**config.mk**
```make
export PLATFORM = sky130hd
export DESIGN_NAME = sort_engine_4
export DESIGN_NICKNAME = d
export VERILOG_FILES = /design/src/rtl/sort_engine_4.sv
export SDC_FILE = /design/constraint.sdc
export NUM_CORES = 1
export LEC_CHECK = 0
export ABC_AREA = 1
export BUFFER_PORTS_ARGS = -buffer_cell sky130_fd_sc_hd__buf_2
export CORE_ASPECT_RATIO = 1.5
export CORE_MARGIN = 2
export CORE_UTILIZATION = 60
export CTS_BUF_LIST = sky130_fd_sc_hd__clkbuf_8
export CTS_CLUSTER_DIAMETER = 50
export DETAILED_ROUTE_END_ITERATION = 8
export GPL_TIMING_DRIVEN = 0
export PLACE_DENSITY = 0.91
export SLEW_MARGIN = 20
export SYNTH_ARGS = -nofsm -noshare
export SYNTH_HDL_FRONTEND = slang
export SYNTH_SLANG_ARGS = --single-unit
export TNS_END_PERCENT = 50
```
**constraint.sdc**
```tcl
create_clock -name clk -period 7.1 [get_ports clk]
set_input_delay 1.42 -clock clk [delete_from_list [all_inputs] [get_ports clk]]
set_output_delay 1.42 -clock clk [all_outputs]
set_load 0.02 [all_outputs]
```
**src/rtl/sort_engine_4.sv**
```systemverilog
// Four-value unsigned bubble sorter: one compare-and-swap per cycle, six compares per sort.
// Optional early exit on a swap-free pass is enabled by defining SORT_EARLY_EXIT_EN.
module sort_engine_4 #(
  parameter int n = 8
) (
  input  logic         clk,
  input  logic         clr,
  input  logic         start,
  input  logic [n-1:0] a,
  input  logic [n-1:0] b,
  input  logic [n-1:0] c,
  input  logic [n-1:0] d,
  output logic [n-1:0] s0,
  output logic [n-1:0] s1,
  output logic [n-1:0] s2,
  output logic [n-1:0] s3,
  output logic         busy,
  output logic         done,
  output logic         valid
);

  // state | meaning
  // IDLE  | waiting for start; s0..s3 hold the last result
  // SORT  | one adjacent compare-and-swap per cycle
  // DONE  | single cycle with done high, then back to IDLE
  typedef enum logic [1:0] {IDLE, SORT, DONE} state_t;

  state_t       state, state_nxt;
  logic [n-1:0] r     [4];
  logic [n-1:0] r_nxt [4];
  logic [1:0]   pass, idx, idx_hi;
  logic         swap_now, pass_end, finish;
`ifdef SORT_EARLY_EXIT_EN
  logic         swapped;
`endif

  always_comb begin
    idx_hi   = idx + 2'd1;
    swap_now = r[idx] > r[idx_hi];
    r_nxt    = r;
    if (swap_now) begin
      r_nxt[idx]    = r[idx_hi];
      r_nxt[idx_hi] = r[idx];
    end
    // pass p covers j = 0 .. 2-p
    pass_end = (idx == (2'd2 - pass));
`ifdef SORT_EARLY_EXIT_EN
    finish   = pass_end && ((pass == 2'd2) || !(swapped || swap_now));
`else
    finish   = pass_end && (pass == 2'd2);
`endif
  end

  always_ff @(posedge clk or posedge clr) begin
    if (clr) state <= IDLE;
    else     state <= state_nxt;
  end

  always_comb begin
    state_nxt = state;
    busy      = 1'b0;
    done      = 1'b0;
    case (state)
      IDLE: if (start) state_nxt = SORT;
      SORT: begin
        busy = 1'b1;
        if (finish) state_nxt = DONE;
      end
      DONE: begin
        done      = 1'b1;
        state_nxt = IDLE;
      end
      default: state_nxt = IDLE;
    endcase
  end

  always_ff @(posedge clk or posedge clr) begin
    if (clr) begin
      for (int i = 0; i < 4; i++) r[i] <= '0;
      s0    <= '0;
      s1    <= '0;
      s2    <= '0;
      s3    <= '0;
      pass  <= '0;
      idx   <= '0;
      valid <= 1'b0;
`ifdef SORT_EARLY_EXIT_EN
      swapped <= 1'b0;
`endif
    end else begin
      case (state)
        IDLE: if (start) begin
          r[0]  <= a;
          r[1]  <= b;
          r[2]  <= c;
          r[3]  <= d;
          pass  <= '0;
          idx   <= '0;
          valid <= 1'b0;
`ifdef SORT_EARLY_EXIT_EN
          swapped <= 1'b0;
`endif
        end
        SORT: begin
          for (int i = 0; i < 4; i++) r[i] <= r_nxt[i];
          if (finish) begin
            s0    <= r_nxt[0];
            s1    <= r_nxt[1];
            s2    <= r_nxt[2];
            s3    <= r_nxt[3];
            valid <= 1'b1;
          end else if (pass_end) begin
            pass <= pass + 2'd1;
            idx  <= '0;
`ifdef SORT_EARLY_EXIT_EN
            swapped <= 1'b0;
`endif
          end else begin
            idx <= idx + 2'd1;
`ifdef SORT_EARLY_EXIT_EN
            swapped <= swapped | swap_now;
`endif
          end
        end
        default: ;
      endcase
    end
  end

endmodule

```
# Word-level counts from Yosys, hierarchy flattened
# Cells that the tools add are included.
dict set report totals {
  ff_bits 71
}
dict set report op_classes {
  bitwise_logic 2
  n_reduce_logical 11
  magnitude_cmp 5
  eq_ne 8
  muxes 30
  addsub 3
}
# operator n
set op_table {}
lappend op_table {{32-bit bitwise mux} 2}
lappend op_table {{32-bit two-way mux} 2}
lappend op_table {{32-bit one-hot mux with 2 select lines} 1}
lappend op_table {{8-bit two-way mux} 6}
lappend op_table {{8-bit binary-select mux with 2-bit select} 2}
lappend op_table {{8-bit demux with 2-bit select} 2}
lappend op_table {{2-bit two-way mux} 7}
lappend op_table {{2-bit one-hot mux with 2 select lines} 3}
lappend op_table {{8-bit greater-than comparator} 1}
lappend op_table {{2-bit inequality test, second input constant} 4}
lappend op_table {{3-bit greater-or-equal comparator, second input constant} 2}
lappend op_table {{3-bit by 1-bit < comparator with 1-bit output, second input constant} 2}
lappend op_table {{2-bit inverter with 3-bit output} 2}
lappend op_table {{2-bit AND reduction} 3}
lappend op_table {{3-bit AND reduction} 2}
lappend op_table {{2-bit by 1-bit adder with 2-bit output, second input constant} 2}
lappend op_table {{2-bit == test, second input constant} 2}
lappend op_table {{1-bit two-way mux} 4}
lappend op_table {{4-bit AND reduction} 1}
lappend op_table {{1-bit logical AND} 3}
lappend op_table {{2-bit by 1-bit == test with 1-bit output, second input constant} 1}
lappend op_table {{2-bit == test} 1}
lappend op_table {{2-bit logical NOT} 1}
lappend op_table {{1-bit one-hot mux with 2 select lines} 1}
lappend op_table {{2 further kinds} 2}

# Longest topological paths before layout
# Gate-level depths: netlist (run 1).
dict set report logic_depth {
  word_depth 9
  ltp_mapped 23
  ltp_nobuf 19
}

# Worst setup path after synthesis (run 1)
# Ideal clock, no wire load.
dict set report synth_timing {
  kind {register to register}
  start {reg idx[0]}
  end {reg r[12] (netlist bit)}
  n_path_buf 4
  stages_incl_launch_ff 19
  setup_slack_ps 4317
  setup_ps 118
  required_time_ps 6982
  arrival_ps 2665
  cell_sequence {dfrtp_1 -> buf_6 -> inv_4 -> buf_4 -> ha_1 -> buf_2 -> inv_2 -> nand3_1 -> nand2_2 -> ha_1 -> nand2_2 -> nor2_4 -> nand4_2 -> inv_1 -> a21oi_4 -> buf_6 -> nand3_1 -> nand3_1 -> nand2_1}
}
dict set report synth_via {
  elab_chain_cells 9
  word_cells_on_any_way 24
  classes_between {1 x add/sub; 5 x order compare; 14 x mux; 2 x bitwise; 2 x reduce/logical}
}
# element line
set synth_lines {}
lappend synth_lines {{start, declared} 31} ;# logic [1:0] pass, idx, idx_hi;
lappend synth_lines {{start signal, assigned} 119} ;# idx <= idx + 2'd1;
lappend synth_lines {{parallel branches: the longest is 7 deep, another holds 8-bit greater-than comparator} --}
lappend synth_lines {{32-bit two-way mux (*)} 41} ;# if (swap_now) begin
lappend synth_lines {{32-bit one-hot mux with 2 select lines (*)} 91} ;# case (state)
lappend synth_lines {{end, declared} 29} ;# logic [n-1:0] r [4];
# Every way passes the cells marked *. The select of a mux whose other input is x is not followed.
# A chain may end at the register's enable or synchronous reset.

# Worst setup path after layout (run 1)
dict set report layout_timing {
  start {reg idx[0]}
  end {reg s2[4]}
}
dict set report layout_via {
  elab_chain_cells 8
  word_cells_on_any_way 26
  classes_between {1 x add/sub; 5 x order compare; 1 x eq/ne; 13 x mux; 2 x bitwise; 4 x reduce/logical}
}
# element line
set layout_lines {}
lappend layout_lines {{parallel branches: the longest is 8 deep, another holds 8-bit greater-than comparator} --}
lappend layout_lines {{end signal, assigned} 109} ;# s2 <= r_nxt[2];
lappend layout_lines {{end, declared} 15} ;# output logic [n-1:0] s2,
# Several ways; the timed one is not identified. The select of a mux whose other input is x is not followed.

==> qor.json, run 1 <==
{
  "result_of_the_run": "finished clean",
  "postCtsSetupRepairBufs": 0,
  "timing.critical_path.max_delay_family": "buffers and inverters",
  "synth_area_leaders": "sky130_fd_sc_hd__dfrtp_1 (35%), sky130_fd_sc_hd__nand2_1 (22%), sky130_fd_sc_hd__nand3_1 (11%)",
  "placement.io_buffers": 69,
  "finalCriticalPeriod_ns": 3.83,
  "worstHoldPathType": "reg2reg",
  "yosys.area_share.simple_pct": 43.8,
  "layout-area-overhead-vs-synth_pct": 14.8,
  "critical_path.cell_chain": "buf_6, inv_4, buf_4, ha_1, buf_2, inv_2, nand3_1, nand2_2, ha_1, nand2_2, nor2_4, nand4_2, inv_1, a21oi_4, buf_6, nand3_1, nand3_1, nand2_1",
  "globalRouteTotalUtil_pct": 40.4,
  "number_of_i_o_pins": 70,
  "rsz0062_at_grt": "false",
  "cp.depth": 18,
  "clock_tree_from_tritoncts": "built",
  "globalplace.congestion": 1.01,
  "cts_buffers": 9,
  "clock_tree.root_cell": "sky130_fd_sc_hd__clkbuf_8",
  "worst_ep_required_time_ns": 7.36,
  "ys_warn_count": 0,
  "largest_net_degree_at_the_start_of_global_routing": 40,
  "finalWorstSetupSlack_ns": 3.27,
  "setup_tns_ns": 0,
  "fill_cells": 738,
  "finalNetCount": 909,
  "ys.flop_type": "sky130_fd_sc_hd__dfrtp_1",
  "reg2reg_depth": 18,
  "globalRoute.totalOverflow": 0,
  "postLayoutCellArea_mm2": 0.00579,
  "synth_async_sr_flop_share_pct": 100,
  "worst_setup_path_startpoint": "idx[0]$_DFFE_PP0P_",
  "place_area_mm2": 0.00555,
  "cp-start-kind": "register",
  "synth_top_area_share_pct": 35.2,
  "drc_errors": 0,
  "synth_compound_area_share_pct": 7.96,
  "max_slew.worst_pin.slew_ns": 0.741,
  "cts_num_sinks": 71,
  "worst-setup-path-type": "reg2reg",
  "synth_enable_flop_cells": 0,
  "insertedDiodeCount": 0,
  "htree_num_levels": 3,
  "main_combinational_cell_family_by_area_after_synthesis": "simple AND/OR/NAND/NOR gates",
  "timing_endpoint_of_the_critical_path": "s2[4]$_DFFE_PP0P_",
  "synth.lib_cells_used.distinct": 29,
  "drive_above_1_share_pct": 16.1,
  "final_common_cell": "sky130_fd_sc_hd__nand2_1",
  "dr_total_vias": 5768,
  "delay_of_the_slowest_cell_on_the_worst_path_ns": 0.49,
  "routed_wl_um": 18200,
  "slew_viol_final": 0,
  "fin_hold_ws_ns": 0.486,
  "max_cap_viol_count": 0,
  "regArea_mm2": 0.00178,
  "antenna_found_initial": 0,
  "multi_input_gate_area_in_the_final_layout_mm2": 0.00284,
  "worst-r2r-setup-slack_ns": 3.27,
  "post_synth_mux_area_share_pct": 0,
  "synth-adder-area-share_pct": 4.22,
  "slew_headroom_pct": 50.6,
  "most_frequent_cells_in_the_layout": "sky130_fd_sc_hd__nand2_1 (294), sky130_fd_sc_hd__nand3_1 (114), sky130_fd_sc_hd__nor2_1 (93), sky130_fd_sc_hd__buf_2 (81), sky130_fd_sc_hd__dfrtp_1 (71)",
  "xor_xnor_share_of_the_synthesized_area_pct": 0.347,
  "worst_setup_hold_path_clk_slew_ns": 0.08,
  "max_freq_mhz": 261,
  "grt_pass1_wl_um": 27700,
  "antenna_violating_nets_post_route": 0,
  "min_period_over_period_pct": 53.9,
  "post_synth_instance_area_mm2": 0.00504,
  "syn_area_per_cell_um2": 6.50,
  "synth_nets": 828,
  "worstSetupEndpointType": "register",
  "timing.critical_path.buf_inv": 7,
  "drtIter0Drc": 662,
  "ys_ff_latch": 71,
  "yosysSeqAreaShare_pct": 35.2,
  "floorplan.initialDensity_pct": 60.7,
  "r2r_start": "idx[0]$_DFFE_PP0P_",
  "netlist_instances": 776,
  "cts.hold.buffers_added": 0,
  "detailedPlace.worstSlack_ns": 3.39,
  "die_width_um": 78.9,
  "synthDominantAreaCellType": "sky130_fd_sc_hd__dfrtp_1",
  "core_mm2": 0.00831,
  "fin_skew_ns": 0.00859,
  "detailed_route_wire_length_per_cell_um": 18.8,
  "drt_first_pass_iters": 7,
  "worst_ep_arrival_time_ns": 4.09,
  "first_global_vias": 5284,
  "critPathMaxFanout": 13,
  "detailedPlacementHpwl_um": 13600,
  "crit-reg2reg-capture": "s2[4]$_DFFE_PP0P_",
  "clk-insertion-delay-late_ns": 0.37,
  "worst_path_most_repeated_cell": "sky130_fd_sc_hd__nand3_1",
  "crit_path_top_delay_cell": "sky130_fd_sc_hd__dfrtp_1",
  "total_die_area_mm2": 0.00917,
  "cts_resized": 0,
  "die_h_um": 116,
  "timing.final.setup_violations": 0,
  "num_rows": 41,
  "vias_per_cell": 5.95,
  "cts-root-to-sink-buffers": 2,
  "finalHoldViolCount": 0
}
-- per-layer routing --
metal | global-route usage [%] | routed length, µm
met3 | 5.72 | 1250
met5 | 0 | 0
met4 | 28.9 | 1420
met2 | 67.0 | 8680
met1 | 48.1 | 6890
-- cell families after synthesis --
group / after synthesis
adder cells (fa/ha/maj): 17
AO/OA/AOI/OAI: 72
XOR/XNOR: 2
flip-flops: 71
buffers and inverters: 88
AND/OR/NAND/NOR: 526
-- worst min-delay path, stage by stage (launching register included) --
cell and delay, ns:
sky130_fd_sc_hd__dfrtp_1 0.34, sky130_fd_sc_hd__nand2_1 0.05, sky130_fd_sc_hd__nand2_1 0.06
-- flip-flops by register name, indices dropped and copies added (netlist names) --
signal  count
s2          8
valid       1
state       2
r          32
s0          8
idx         2
s3          8
pass        2
s1          8
-- final cells by class --
cell class / instances / area share, %
clock buffer: 10 / 2.38
multi-input combinational: 617 / 49.1
sequential: 71 / 30.7
buffer: 41 / 4.21
inverter: 47 / 3.18
tap: 107 / 2.31
clock inverter: 6 / 1.86
timing repair buffer: 70 / 6.31
-- synth_stat cells (6+ instances only) --
master and n:
sky130_fd_sc_hd__inv_1 42, sky130_fd_sc_hd__a31oi_1 19, sky130_fd_sc_hd__clkbuf_1 14, sky130_fd_sc_hd__buf_4 6, sky130_fd_sc_hd__buf_2 12, sky130_fd_sc_hd__nand2_1 294
sky130_fd_sc_hd__nand2_2 10, sky130_fd_sc_hd__o21ai_0 16, sky130_fd_sc_hd__buf_6 7, sky130_fd_sc_hd__nand3_1 114, sky130_fd_sc_hd__a21oi_1 29, sky130_fd_sc_hd__ha_1 17
sky130_fd_sc_hd__dfrtp_1 71, sky130_fd_sc_hd__nor2_1 93
-- metrics by stage --
| stage | utilization, % | std cells |
|---|---|---|
| 2_1_floorplan | - | 776 |
| 3_3_place_gp | 66.5 | 952 |
| 3_5_place_dp | 66.7 | 953 |
| 4_1_cts | 69.7 | 969 |
| 5_1_grt | 69.7 | 969 |
| 6_report | 69.7 | 969 |
-- how the worst min path moves through the flow --
| stage | from | end | slack, ns | cells past startpoint |
|---|---|---|---|---|
| 6_report | s0[3]$_DFFE_PP0P_ | s0[3]$_DFFE_PP0P_ | 0.49 | 2 |
| 5_1_grt | s1[2]$_DFFE_PP0P_ | s1[2]$_DFFE_PP0P_ | 0.50 | 2 |
| 4_1_cts | s0[3]$_DFFE_PP0P_ | s0[3]$_DFFE_PP0P_ | 0.49 | 2 |
| 3_5_place_dp | s1[3]$_DFFE_PP0P_ | s1[3]$_DFFE_PP0P_ | 0.46 | 2 |
| 3_3_place_gp | s1[2]$_DFFE_PP0P_ | s1[2]$_DFFE_PP0P_ | 0.46 | 2 |
| 2_1_floorplan | pass[1]$_DFFE_PP0P_ | pass[1]$_DFFE_PP0P_ | 0.45 | 2 |
Power of run 1 is left out: the tool's default activity adds up to more than one toggle a clock period on the data nets, which glitch-free logic cannot reach.
==> run 2: changes to the inputs <==
Clock period 7.1 ns to 3.65 ns, I/O delays scaled along.
==> qor.json, run 2 (synthesis gave the netlist of run 1 again) <==
{
  "multi_input_gate_area_in_the_final_layout_mm2": 0.00285,
  "core_mm2": 0.00831,
  "drt_first_pass_iters": 6,
  "insertedDiodeCount": 0,
  "critPathMaxFanout": 13,
  "cp-start-kind": "register",
  "worst-r2r-setup-slack_ns": 0.11,
  "finalNetCount": 912,
  "worstHoldPathType": "in2async",
  "finalHoldViolCount": 0,
  "globalplace.congestion": 1.01,
  "fin_hold_ws_ns": 0.359,
  "largest_net_degree_at_the_start_of_global_routing": 40,
  "clk-insertion-delay-late_ns": 0.37,
  "final_common_cell": "sky130_fd_sc_hd__nand2_1",
  "max_flop_register": "r",
  "placement.io_buffers": 69,
  "antenna_found_initial": 0,
  "detailed_route_wire_length_per_cell_um": 18.7,
  "largest_register_ffs": 32,
  "placedCellCount": 953,
  "clock_tree_from_tritoncts": "built",
  "floorplan.initialDensity_pct": 60.7,
  "rsz0062_at_grt": "false",
  "detailedPlacementHpwl_um": 13600,
  "cts_buffers": 9,
  "fin_skew_ns": 0.00886,
  "finalCriticalPeriod_ns": 3.54,
  "postLayoutCellArea_mm2": 0.00583,
  "max_freq_mhz": 282,
  "first_global_vias": 5305,
  "worst_ep_arrival_time_ns": 3.81,
  "fill_cells": 733,
  "dr_total_vias": 5718,
  "routed_wl_um": 18200,
  "worst_ep_required_time_ns": 3.91,
  "result_of_the_run": "finished clean",
  "slew_headroom_pct": 50.8,
  "drtIter0Drc": 632,
  "worst-setup-path-type": "reg2reg",
  "min_period_over_period_pct": 97.1,
  "place_area_mm2": 0.00555,
  "worst_setup_hold_path_clk_slew_ns": 0.08,
  "globalRoute.totalOverflow": 0,
  "grt_pass1_wl_um": 27800,
  "drive_above_1_share_pct": 16.8,
  "globalRouteTotalUtil_pct": 40.4,
  "die_h_um": 116,
  "layout-area-overhead-vs-synth_pct": 15.6,
  "regArea_mm2": 0.00178,
  "htree_num_levels": 3,
  "max_slew.worst_pin.slew_ns": 0.737,
  "worstSetupEndpointType": "register",
  "timing.final.setup_violations": 0,
  "drc_errors": 0,
  "die_width_um": 78.9,
  "num_rows": 41,
  "cts_num_sinks": 71,
  "clock_tree.root_cell": "sky130_fd_sc_hd__clkbuf_8",
  "max_cap_viol_count": 0,
  "antenna_violating_nets_post_route": 0,
  "non_filler_cells_in_the_finished_layout": 972,
  "most_frequent_cells_in_the_layout": "sky130_fd_sc_hd__nand2_1 (293), sky130_fd_sc_hd__nand3_1 (114), sky130_fd_sc_hd__nor2_1 (93), sky130_fd_sc_hd__buf_2 (78), sky130_fd_sc_hd__dfrtp_1 (69)",
  "total_die_area_mm2": 0.00917,
  "cts-root-to-sink-buffers": 2,
  "vias_per_cell": 5.88,
  "number_of_i_o_pins": 70,
  "slew_viol_final": 0
}
[run 2: changes by cell type in the layout (fill, tap and decap cells not counted)]
| cell | change |
|---|---|
| sky130_fd_sc_hd__buf_4 | +3 |
| sky130_fd_sc_hd__inv_4 | +1 |
| sky130_fd_sc_hd__dfrtp_1 | -2 |
| sky130_fd_sc_hd__buf_6 | +1 |
| sky130_fd_sc_hd__buf_2 | -3 |
| sky130_fd_sc_hd__nand2_1 | -1 |
| sky130_fd_sc_hd__inv_2 | -1 |
| sky130_fd_sc_hd__dfrtp_2 | +2 |
| sky130_fd_sc_hd__clkbuf_4 | +2 |
| sky130_fd_sc_hd__nand2_2 | +1 |
[run 2: worst paths after layout]
| path | cells past startpoint | endpoint | from |
|---|---|---|---|
| max | 17 | s2[4]$_DFFE_PP0P_ | idx[1]$_DFFE_PP0P_ |
| min | 2 | r[10]$_DFFE_PP0P_ | clr |
| max reg2reg | 17 | s2[4]$_DFFE_PP0P_ | idx[1]$_DFFE_PP0P_ |
| min reg2reg | 2 | s0[3]$_DFFE_PP0P_ | s0[3]$_DFFE_PP0P_ |
| max in group asynchronous | 3 | idx[1]$_DFFE_PP0P_ | clr |
| min in group clk | 2 | s0[3]$_DFFE_PP0P_ | s0[3]$_DFFE_PP0P_ |
[run 2: worst max-delay path, stage by stage (launching register included)]
cell and delay, ns:
sky130_fd_sc_hd__dfrtp_2 0.47, sky130_fd_sc_hd__buf_4 0.21, sky130_fd_sc_hd__inv_2 0.24, sky130_fd_sc_hd__ha_1 0.29
sky130_fd_sc_hd__buf_2 0.21, sky130_fd_sc_hd__inv_4 0.15, sky130_fd_sc_hd__nand3_1 0.19, sky130_fd_sc_hd__nand2_2 0.19
sky130_fd_sc_hd__ha_1 0.27, sky130_fd_sc_hd__nand2_2 0.11, sky130_fd_sc_hd__nor2_4 0.05, sky130_fd_sc_hd__nand4_2 0.15
sky130_fd_sc_hd__inv_1 0.11, sky130_fd_sc_hd__a21oi_4 0.27, sky130_fd_sc_hd__buf_6 0.20, sky130_fd_sc_hd__nand3_1 0.14
sky130_fd_sc_hd__nand3_1 0.12, sky130_fd_sc_hd__nand2_1 0.06
[run 2: repair_timing]
action	4_1_cts	5_1_grt
endpoints found under the hold margin	0	0
gates cloned	0	0
hold buffers	0	0
setup buffers	3	0
resized for setup	1	7
setup endpoints to repair	14	61
[run 2: metal layers]
| layer | vias to the layer above | GRT usage (%) | part of all wire, % |
|---|---|---|---|
| li1 | 2658 | - | - |
| met1 | 2642 | 48.0 | 37 |
| met2 | 333 | 67.2 | 48 |
| met3 | 85 | 5.56 | 7.2 |
| met4 | 0 | 29.1 | 7.4 |
| met5 | - | 0 | 0 |
[run 2: final cells by class]
cell class              instances  share of cell area, %
multi-input cells             617                   48.8
flip-flops and latches         71                   30.5
repair buffers                 73                   6.65
plain buffers                  41                   4.38
inverters                      47                   3.20
clock buffers                  10                   2.36
well taps                     107                   2.30
clock inverters                 6                   1.84
[run 2: through the flow]
step / TNS, ns / utilization, % / setup WS [ns]
6_report: 0 / 70.2 / 0.107
5_1_grt: 0 / 70.2 / 0.0443
4_1_cts: 0 / 70.0 / 0.0181
3_5_place_dp: -0.0817 / 66.7 / -0.0572
3_3_place_gp: 0 / 66.5 / 0.0556
2_1_floorplan: 0 / - / 0.867
Power of run 2 is left out for the same reason.
